[config.mk]
export PLATFORM = sky130hd
export DESIGN_NAME = mc_ctrl_flat
export DESIGN_NICKNAME = d
export VERILOG_FILES = /design/src/rtl/mc_ctrl_if.sv /design/src/rtl/mc_ctrl.sv /design/src/flat_wrapper.sv
export SDC_FILE = /design/constraint.sdc
export NUM_CORES = 1
export LEC_CHECK = 0
export ABC_CLOCK_PERIOD_IN_PS = 3900
export CAP_MARGIN = 30
export CORE_MARGIN = 1.5
export CORE_UTILIZATION = 30
export DETAILED_ROUTE_END_ITERATION = 10
export GPL_TIMING_DRIVEN = 0
export PLACE_DENSITY_LB_ADDON = 0.25
export SYNTH_ARGS = -nofsm -noshare
export SYNTH_HDL_FRONTEND = slang
export SYNTH_SLANG_ARGS = --single-unit
[constraint.sdc]
create_clock -name CLK -period 3.9 [get_ports CLK]
set_input_delay 0.78 -clock CLK [delete_from_list [all_inputs] [get_ports CLK]]
set_output_delay 0.78 -clock CLK [all_outputs]
set_load 0.05 [all_outputs]
[src/rtl/mc_ctrl_if.sv]
// Controller <-> datapath bundle: opcode/ready in, datapath controls, state code,
// illegal pulse and retired-instruction count out.
interface mc_ctrl_if #(
  parameter int CNT_W = 32
);
  logic [5:0]       Op;
  logic             MemRdy;
  logic             PCWr;
  logic             PCWrCond;
  logic             PCWrCondN;
  logic             IorD;
  logic             MemRd;
  logic             MemWr;
  logic             IRWr;
  logic             MemtoReg;
  logic             ALUSrcA;
  logic             RegWr;
  logic             RegDst;
  logic [1:0]       PCSrc;
  logic [1:0]       ALUOp;
  logic [1:0]       ALUSrcB;
  logic [3:0]       S;
  logic             Illegal;
  logic [CNT_W-1:0] InstCnt;

  modport master (
    input  Op, MemRdy,
    output PCWr, PCWrCond, PCWrCondN, IorD, MemRd, MemWr, IRWr, MemtoReg,
           ALUSrcA, RegWr, RegDst, PCSrc, ALUOp, ALUSrcB, S, Illegal, InstCnt
  );

  modport slave (
    output Op, MemRdy,
    input  PCWr, PCWrCond, PCWrCondN, IorD, MemRd, MemWr, IRWr, MemtoReg,
           ALUSrcA, RegWr, RegDst, PCSrc, ALUOp, ALUSrcB, S, Illegal, InstCnt
  );
endinterface

[src/rtl/mc_ctrl.sv]
// Multicycle MIPS-style control FSM: Moore outputs per state (IRWr/PCWr follow MemRdy in FETCH).
// FETCH/MEMRD/MEMWR stall while MemRdy is low when MEM_HS=1; all other states take one cycle.
module mc_ctrl #(
  parameter bit MEM_HS  = 1'b1,
  parameter bit EXT_ISA = 1'b1,
  parameter int CNT_W   = 32
) (
  input  logic         CLK,
  input  logic         Rst,
  mc_ctrl_if.master    bus
);

  typedef enum logic [3:0] {
    ST_FETCH  = 4'd0,
    ST_DECODE = 4'd1,
    ST_MEMADR = 4'd2,
    ST_MEMRD  = 4'd3,
    ST_MEMWB  = 4'd4,
    ST_MEMWR  = 4'd5,
    ST_EXEC   = 4'd6,
    ST_RWB    = 4'd7,
    ST_BEQ    = 4'd8,
    ST_JUMP   = 4'd9,
    ST_ADDIEX = 4'd10,
    ST_ADDIWB = 4'd11,
    ST_BNE    = 4'd12
  } state_t;

  localparam logic [5:0] OP_R    = 6'b000000;
  localparam logic [5:0] OP_LW   = 6'b100011;
  localparam logic [5:0] OP_SW   = 6'b101011;
  localparam logic [5:0] OP_BEQ  = 6'b000100;
  localparam logic [5:0] OP_BNE  = 6'b000101;
  localparam logic [5:0] OP_ADDI = 6'b001000;
  localparam logic [5:0] OP_J    = 6'b000010;

  state_t           state_q, state_d;
  logic [CNT_W-1:0] inst_cnt;
  logic             mem_rdy, retire, illegal;
  logic             pc_wr, pc_wr_cond, pc_wr_cond_n, ir_wr, reg_wr, mem_wr;
  logic             iord, mem_rd, mem_to_reg, alu_src_a, reg_dst;
  logic [1:0]       pc_src, alu_op, alu_src_b;

  assign mem_rdy = MEM_HS ? bus.MemRdy : 1'b1;

  always_ff @(posedge CLK or negedge Rst) begin
    if (!Rst) begin
      state_q  <= ST_FETCH;
      inst_cnt <= '0;
    end else begin
      state_q <= state_d;
      if (retire) inst_cnt <= inst_cnt + 1'b1;
    end
  end

  always_comb begin
    state_d      = ST_FETCH;
    retire       = 1'b0;
    illegal      = 1'b0;
    pc_wr        = 1'b0;
    pc_wr_cond   = 1'b0;
    pc_wr_cond_n = 1'b0;
    ir_wr        = 1'b0;
    reg_wr       = 1'b0;
    mem_wr       = 1'b0;
    iord         = 1'b0;
    mem_rd       = 1'b0;
    mem_to_reg   = 1'b0;
    alu_src_a    = 1'b0;
    reg_dst      = 1'b0;
    pc_src       = 2'b00;
    alu_op       = 2'b00;
    alu_src_b    = 2'b00;
    case (state_q)
      ST_FETCH: begin
        mem_rd    = 1'b1;
        alu_src_b = 2'b01;
        ir_wr     = mem_rdy;
        pc_wr     = mem_rdy;
        state_d   = mem_rdy ? ST_DECODE : ST_FETCH;
      end
      ST_DECODE: begin
        alu_src_b = 2'b11;
        if (bus.Op == OP_R)                          state_d = ST_EXEC;
        else if (bus.Op == OP_LW || bus.Op == OP_SW) state_d = ST_MEMADR;
        else if (bus.Op == OP_BEQ)                   state_d = ST_BEQ;
        else if (EXT_ISA && bus.Op == OP_BNE)        state_d = ST_BNE;
        else if (EXT_ISA && bus.Op == OP_ADDI)       state_d = ST_ADDIEX;
        else if (EXT_ISA && bus.Op == OP_J)          state_d = ST_JUMP;
        else                                         illegal = 1'b1;
      end
      ST_MEMADR, ST_ADDIEX: begin
        alu_src_a = 1'b1;
        alu_src_b = 2'b10;
        if (state_q == ST_ADDIEX) state_d = ST_ADDIWB;
        else                      state_d = (bus.Op == OP_LW) ? ST_MEMRD : ST_MEMWR;
      end
      ST_MEMRD: begin
        mem_rd  = 1'b1;
        iord    = 1'b1;
        state_d = mem_rdy ? ST_MEMWB : ST_MEMRD;
      end
      ST_MEMWB: begin
        reg_wr     = 1'b1;
        mem_to_reg = 1'b1;
        retire     = 1'b1;
      end
      ST_MEMWR: begin
        mem_wr  = 1'b1;
        iord    = 1'b1;
        retire  = mem_rdy;
        state_d = mem_rdy ? ST_FETCH : ST_MEMWR;
      end
      ST_EXEC: begin
        alu_src_a = 1'b1;
        alu_op    = 2'b10;
        state_d   = ST_RWB;
      end
      ST_RWB: begin
        reg_wr  = 1'b1;
        reg_dst = 1'b1;
        retire  = 1'b1;
      end
      ST_ADDIWB: begin
        reg_wr = 1'b1;
        retire = 1'b1;
      end
      ST_BEQ, ST_BNE: begin
        alu_src_a    = 1'b1;
        alu_op       = 2'b01;
        pc_src       = 2'b01;
        pc_wr_cond   = (state_q == ST_BEQ);
        pc_wr_cond_n = (state_q == ST_BNE);
        retire       = 1'b1;
      end
      ST_JUMP: begin
        pc_wr  = 1'b1;
        pc_src = 2'b10;
        retire = 1'b1;
      end
      default: state_d = ST_FETCH;
    endcase
  end

  // Write enables are gated by reset so nothing commits while Rst is held low.
  assign bus.PCWr      = pc_wr & Rst;
  assign bus.PCWrCond  = pc_wr_cond & Rst;
  assign bus.PCWrCondN = pc_wr_cond_n & Rst;
  assign bus.IRWr      = ir_wr & Rst;
  assign bus.RegWr     = reg_wr & Rst;
  assign bus.MemWr     = mem_wr & Rst;
  assign bus.Illegal   = illegal & Rst;
  assign bus.IorD      = iord;
  assign bus.MemRd     = mem_rd;
  assign bus.MemtoReg  = mem_to_reg;
  assign bus.ALUSrcA   = alu_src_a;
  assign bus.RegDst    = reg_dst;
  assign bus.PCSrc     = pc_src;
  assign bus.ALUOp     = alu_op;
  assign bus.ALUSrcB   = alu_src_b;
  assign bus.S         = state_q;
  assign bus.InstCnt   = inst_cnt;

endmodule
[src/flat_wrapper.sv]
// flat-port wrapper written by rule: the top's interface ports become plain ports
module mc_ctrl_flat 
#(
  parameter bit MEM_HS  = 1'b1,
  parameter bit EXT_ISA = 1'b1,
  parameter int CNT_W   = 32
)
  (CLK, Rst, bus_Op, bus_MemRdy, bus_PCWr, bus_PCWrCond, bus_PCWrCondN, bus_IorD, bus_MemRd, bus_MemWr, bus_IRWr, bus_MemtoReg, bus_ALUSrcA, bus_RegWr, bus_RegDst, bus_PCSrc, bus_ALUOp, bus_ALUSrcB, bus_S, bus_Illegal, bus_InstCnt);
  mc_ctrl_if #(.CNT_W(CNT_W)) bus_i ();
  input  logic CLK;
  input  logic Rst;
  input wire logic [$bits(bus_i.Op)-1:0] bus_Op;
  input wire logic [$bits(bus_i.MemRdy)-1:0] bus_MemRdy;
  output wire logic [$bits(bus_i.PCWr)-1:0] bus_PCWr;
  output wire logic [$bits(bus_i.PCWrCond)-1:0] bus_PCWrCond;
  output wire logic [$bits(bus_i.PCWrCondN)-1:0] bus_PCWrCondN;
  output wire logic [$bits(bus_i.IorD)-1:0] bus_IorD;
  output wire logic [$bits(bus_i.MemRd)-1:0] bus_MemRd;
  output wire logic [$bits(bus_i.MemWr)-1:0] bus_MemWr;
  output wire logic [$bits(bus_i.IRWr)-1:0] bus_IRWr;
  output wire logic [$bits(bus_i.MemtoReg)-1:0] bus_MemtoReg;
  output wire logic [$bits(bus_i.ALUSrcA)-1:0] bus_ALUSrcA;
  output wire logic [$bits(bus_i.RegWr)-1:0] bus_RegWr;
  output wire logic [$bits(bus_i.RegDst)-1:0] bus_RegDst;
  output wire logic [$bits(bus_i.PCSrc)-1:0] bus_PCSrc;
  output wire logic [$bits(bus_i.ALUOp)-1:0] bus_ALUOp;
  output wire logic [$bits(bus_i.ALUSrcB)-1:0] bus_ALUSrcB;
  output wire logic [$bits(bus_i.S)-1:0] bus_S;
  output wire logic [$bits(bus_i.Illegal)-1:0] bus_Illegal;
  output wire logic [$bits(bus_i.InstCnt)-1:0] bus_InstCnt;
  assign bus_i.Op = bus_Op;
  assign bus_i.MemRdy = bus_MemRdy;
  assign bus_PCWr = bus_i.PCWr;
  assign bus_PCWrCond = bus_i.PCWrCond;
  assign bus_PCWrCondN = bus_i.PCWrCondN;
  assign bus_IorD = bus_i.IorD;
  assign bus_MemRd = bus_i.MemRd;
  assign bus_MemWr = bus_i.MemWr;
  assign bus_IRWr = bus_i.IRWr;
  assign bus_MemtoReg = bus_i.MemtoReg;
  assign bus_ALUSrcA = bus_i.ALUSrcA;
  assign bus_RegWr = bus_i.RegWr;
  assign bus_RegDst = bus_i.RegDst;
  assign bus_PCSrc = bus_i.PCSrc;
  assign bus_ALUOp = bus_i.ALUOp;
  assign bus_ALUSrcB = bus_i.ALUSrcB;
  assign bus_S = bus_i.S;
  assign bus_Illegal = bus_i.Illegal;
  assign bus_InstCnt = bus_i.InstCnt;
  mc_ctrl #(.MEM_HS(MEM_HS), .EXT_ISA(EXT_ISA), .CNT_W(CNT_W)) u_core (.CLK(CLK), .Rst(Rst), .bus(bus_i));
endmodule
==> impl_summary.md <==
Outcome
The run finished with clean final reports.

Synthesis
After synthesis, the largest family of logic cells by area is simple AND/OR/NAND/NOR gates. The cell count after synthesis came out at 226. The xor/xnor share of the synthesized area is 0.143.

After synthesis, the mean cell area works out to 9.16 um2. In the synthesized netlist the dominant register cell turns out to be dfrtp_1. The fraction of the mapped netlist area in compound gates is 0.0562. The count of distinct cell types in the synthesized netlist is 41. dfrtp_1 takes more of the synthesized area than any other cell.

Of the post-synthesis cell area, the dominant cell type holds 0.435. The warning count from the yosys run is 0. When the netlist entered floorplanning its net count stood at 236.

In this run the cell area of the synthesized design comes to 2070 um2. For this run, the register share of the synthesized area comes to 0.435. The share of synthesized cell area in and, or, nand and nor gates is 0.327. The count of flip-flops with a built-in enable after synthesis is 0.

Of the post-synthesis cell area, the part taken by muxes is 0.00483. Counting flops with an async set or reset pin after synthesis yields a share of 1.00. The share of synthesized cell area in full adder, half adder and majority cells is 0.00604. By area the synthesized netlist is led by dfrtp_1 44%, xnor2_1 7.2%, xor2_1 6.3%. The count of state elements after synthesis is 36.

Critical path
STA classifies the critical path endpoint as a primary output. STA puts the critical path data required time at 3.12 ns. The peak fanout along the critical path is 8. The critical path in this run is classified as in -> out.

The arrival time of the worst setup path is 2.75 ns. The type of element launching the critical path is an input pin.

Finish
The top cell types in the final layout, fill and taps aside, are 60 x clkdlybuf4s50_1, 36 x dfrtp_1, 22 x nor2_1. The proportion of layout cells with a drive suffix above 1 is 0.0676. Compared with the post-synthesis result, the final layout area differs by 42.5%. The number of nets in the layout is 305.

The leading cell type in the layout, fill and taps excluded is clkdlybuf4s50_1. The repair_antennas step left the layout with diodes totalling 0. The post-layout instance area is 2950 um2.

The finished layout holds 376 standard cells, fillers aside.

Global route
The total global routing overflow is 0. In the global route stage, overall resource usage came out at 0.144. The first global-routing pass estimated 8.49 mm of wire. The number of global-route vias before repair is 1,777.

The initial antenna violation count is 0. The largest net degree at the start of global routing is 39.

Power and ir drop
The switching power is 0.389 mW. Dividing total power by cell area gives a power density of 411 nW/um2. The maximum resistive drop on vdd is 0.196 mV. The part of the power in registers is 0.354. The leakage power is 1.29 nW. The switching share of power is 0.320. The final total power is 1.21 mW.

Of the total power, combinational logic draws 0.270. The clock group share of total power is 0.376. The internal power of the cells totals 0.825 mW.

Timing
After layout, the minimum clock period comes to 3.53 ns. The number of failing hold endpoints at the final stage is 0. The total setup violations reported at the end of the flow is 0. The final number of max-transition violations was 0. The final worst hold slack is 0.483 ns.

Across the routed clock network, the largest skew measured is 0.00467 ns. The ratio of final minimum period to clock period is 0.906. Headroom to the max-slew limit came out at 0.624. At the pin with the least slew margin, the transition time is 0.558 ns. Setup repair after global routing left no endpoint under its margin. The achievable frequency is 283 MHz.

Floorplan
The die footprint is 7410 um2. The initial utilization of the core area, before any placement, comes to 0.308. The overall die width is 86.1 um. In this run the standard cell core region covers 6720 um2. The floorplan has 30 rows. For this design the top-level I/O count stands at 63. The height of the chip is 86.1 um.

Clock network
The buffer depth of the longest clock path is 2. The clock latency reported for the late side of the worst-skew pair is 0.29 ns. The clock tree from TritonCTS is yes. The root buffer selected by CTS is clkbuf_8. The clock slew at the register clock pins of the worst setup and hold paths is 0.07 ns. The CTS buffer count is 5. The number of buffers inserted to repair setup after CTS is 0. For this design, the sink count on the clock tree is 36. The maximum level of the CTS H-tree is 2.

Drt
The routed design has 4.94 mm of wire. The vias per cell is 5.03. Once detail routing completed, the nets flagged for antenna violations numbered 0. Dividing the detail-routed wire length by the instance count gives 13.1 um. The post-route DRC violation count is 0.

Detailed routing inserted a total of 1,890 vias. The length of the first detailed-routing pass in iterations is 4. The first routing iteration left 45 violations.

Flow run
The tool flagged a number of max-cap violations equal to 0.

Placed design
The number of buffers added on ports is 62. The placed instance area is 2790 um2. Detailed placement finished with a half-perimeter wire length of 3.69 mm. Once placement completed, the tool counted placed cells totaling 368. The routability congestion estimate from global placement is 0.836.

Worst hold path
The path class of the tightest hold or removal check is in -> async.
metal layers:
layer | vias up | global-route usage | wire length, um
met2 | 47 | 0.227 | 2340
li1 | 937 | - | -
met5 | - | 0 | 0
met3 | 8 | 0.0318 | 220
met1 | 898 | 0.195 | 2290
met4 | 0 | 0.0543 | 90
power by group through the flow:
| stage | Sequential, mW | Combinational [mW] | Clock [mW] |
|---|---|---|---|
| finish | 0.429 | 0.328 | 0.456 |
| global route | 0.435 | 0.351 | 0.483 |
| CTS | 0.430 | 0.331 | 0.466 |
| detailed placement | 0.437 | 0.331 | 0 |
| global placement | 0.437 | 0.329 | 0 |
| floorplan | 0.502 | 0.144 | 0 |
Yosys cell counts, drive strengths merged, types with 2 or more instances:
cell type and n:
dfrtp 36, nor2 22, nand2 20, xnor2 18
xor2 15, nor3 14, and3 11, nand3 11
clkbuf 8, nand4 8, a21oi 6, inv 6
nand2b 6, and2 4, nor4b 4, o21ai 4
and4 3, nor2b 3, nor3b 3, nor4 3
or3 3, or4 3, or2 2
area by class of cell:
type	instances	area (um2)
Clock buffer	5	68.8
Inverter	6	22.5
Fill cell	645	3770
Buffer	9	35.0
Multi-Input combinational cell	175	1110
Clock inverter	3	90.1
Sequential cell	36	901
Timing Repair Buffer	62	621
Tap cell	80	100
registers in the layout (all words and copies together) (netlist names):
register / flops
u_core.bus.InstCnt: 32
u_core.bus.S: 4
kinds of logic (layout without fill, tap and decap cells):
logic type / after synthesis / after routing
and+or+nand+nor: 122 / 122
AOI/OAI and AO/OA: 18 / 18
xor gates and xnor gates: 33 / 33
adders and majority gates: 1 / 1
buffers and inverters: 15 / 85
muxes: 1 / 1
DFF: 36 / 36
path summary, 6_finish.rpt:
kind	slack (ns)	startpoint	to	cells after the start
worst max-delay path	0.37	bus_MemRdy	bus_PCWr	4
min in group CLK	0.48	u_core.bus.InstCnt[24]$_DFFE_PN0P_	u_core.bus.InstCnt[24]$_DFFE_PN0P_	1
max in group asynchronous	3.05	Rst	u_core.bus.InstCnt[1]$_DFFE_PN0P_	1
worst min register to register	0.48	u_core.bus.InstCnt[24]$_DFFE_PN0P_	u_core.bus.InstCnt[24]$_DFFE_PN0P_	1
worst min-delay path	0.48	Rst	u_core.bus.InstCnt[20]$_DFFE_PN0P_	1
worst max register to register	1.54	u_core.bus.S[3]$_DFF_PN0_	u_core.bus.InstCnt[31]$_DFFE_PN0P_	7
critical path, cell delays in order:
cell and delay [ns]:
clkdlybuf4s50_1 0.61, nand2_1 0.09, a2111oi_1 0.40, clkdlybuf4s50_1 0.87
timing repair:
action / 4_1_cts / 5_1_grt
hold buffers: 0 / 0
setup endpoints to repair: 0 / 2
resized for setup: 0 / 2
through the flow:
step,worst slack [ns],TNS [ns],util
final,0.368,0,0.439
after detailed placement,0.134,0,0.415
after global placement,-1.07,-6.27,0.416
after CTS,0.118,0,0.439
after global routing,0.298,0,0.439
after floorplan,0.135,0,-
Note: power is estimated with default switching activity, not from simulation.
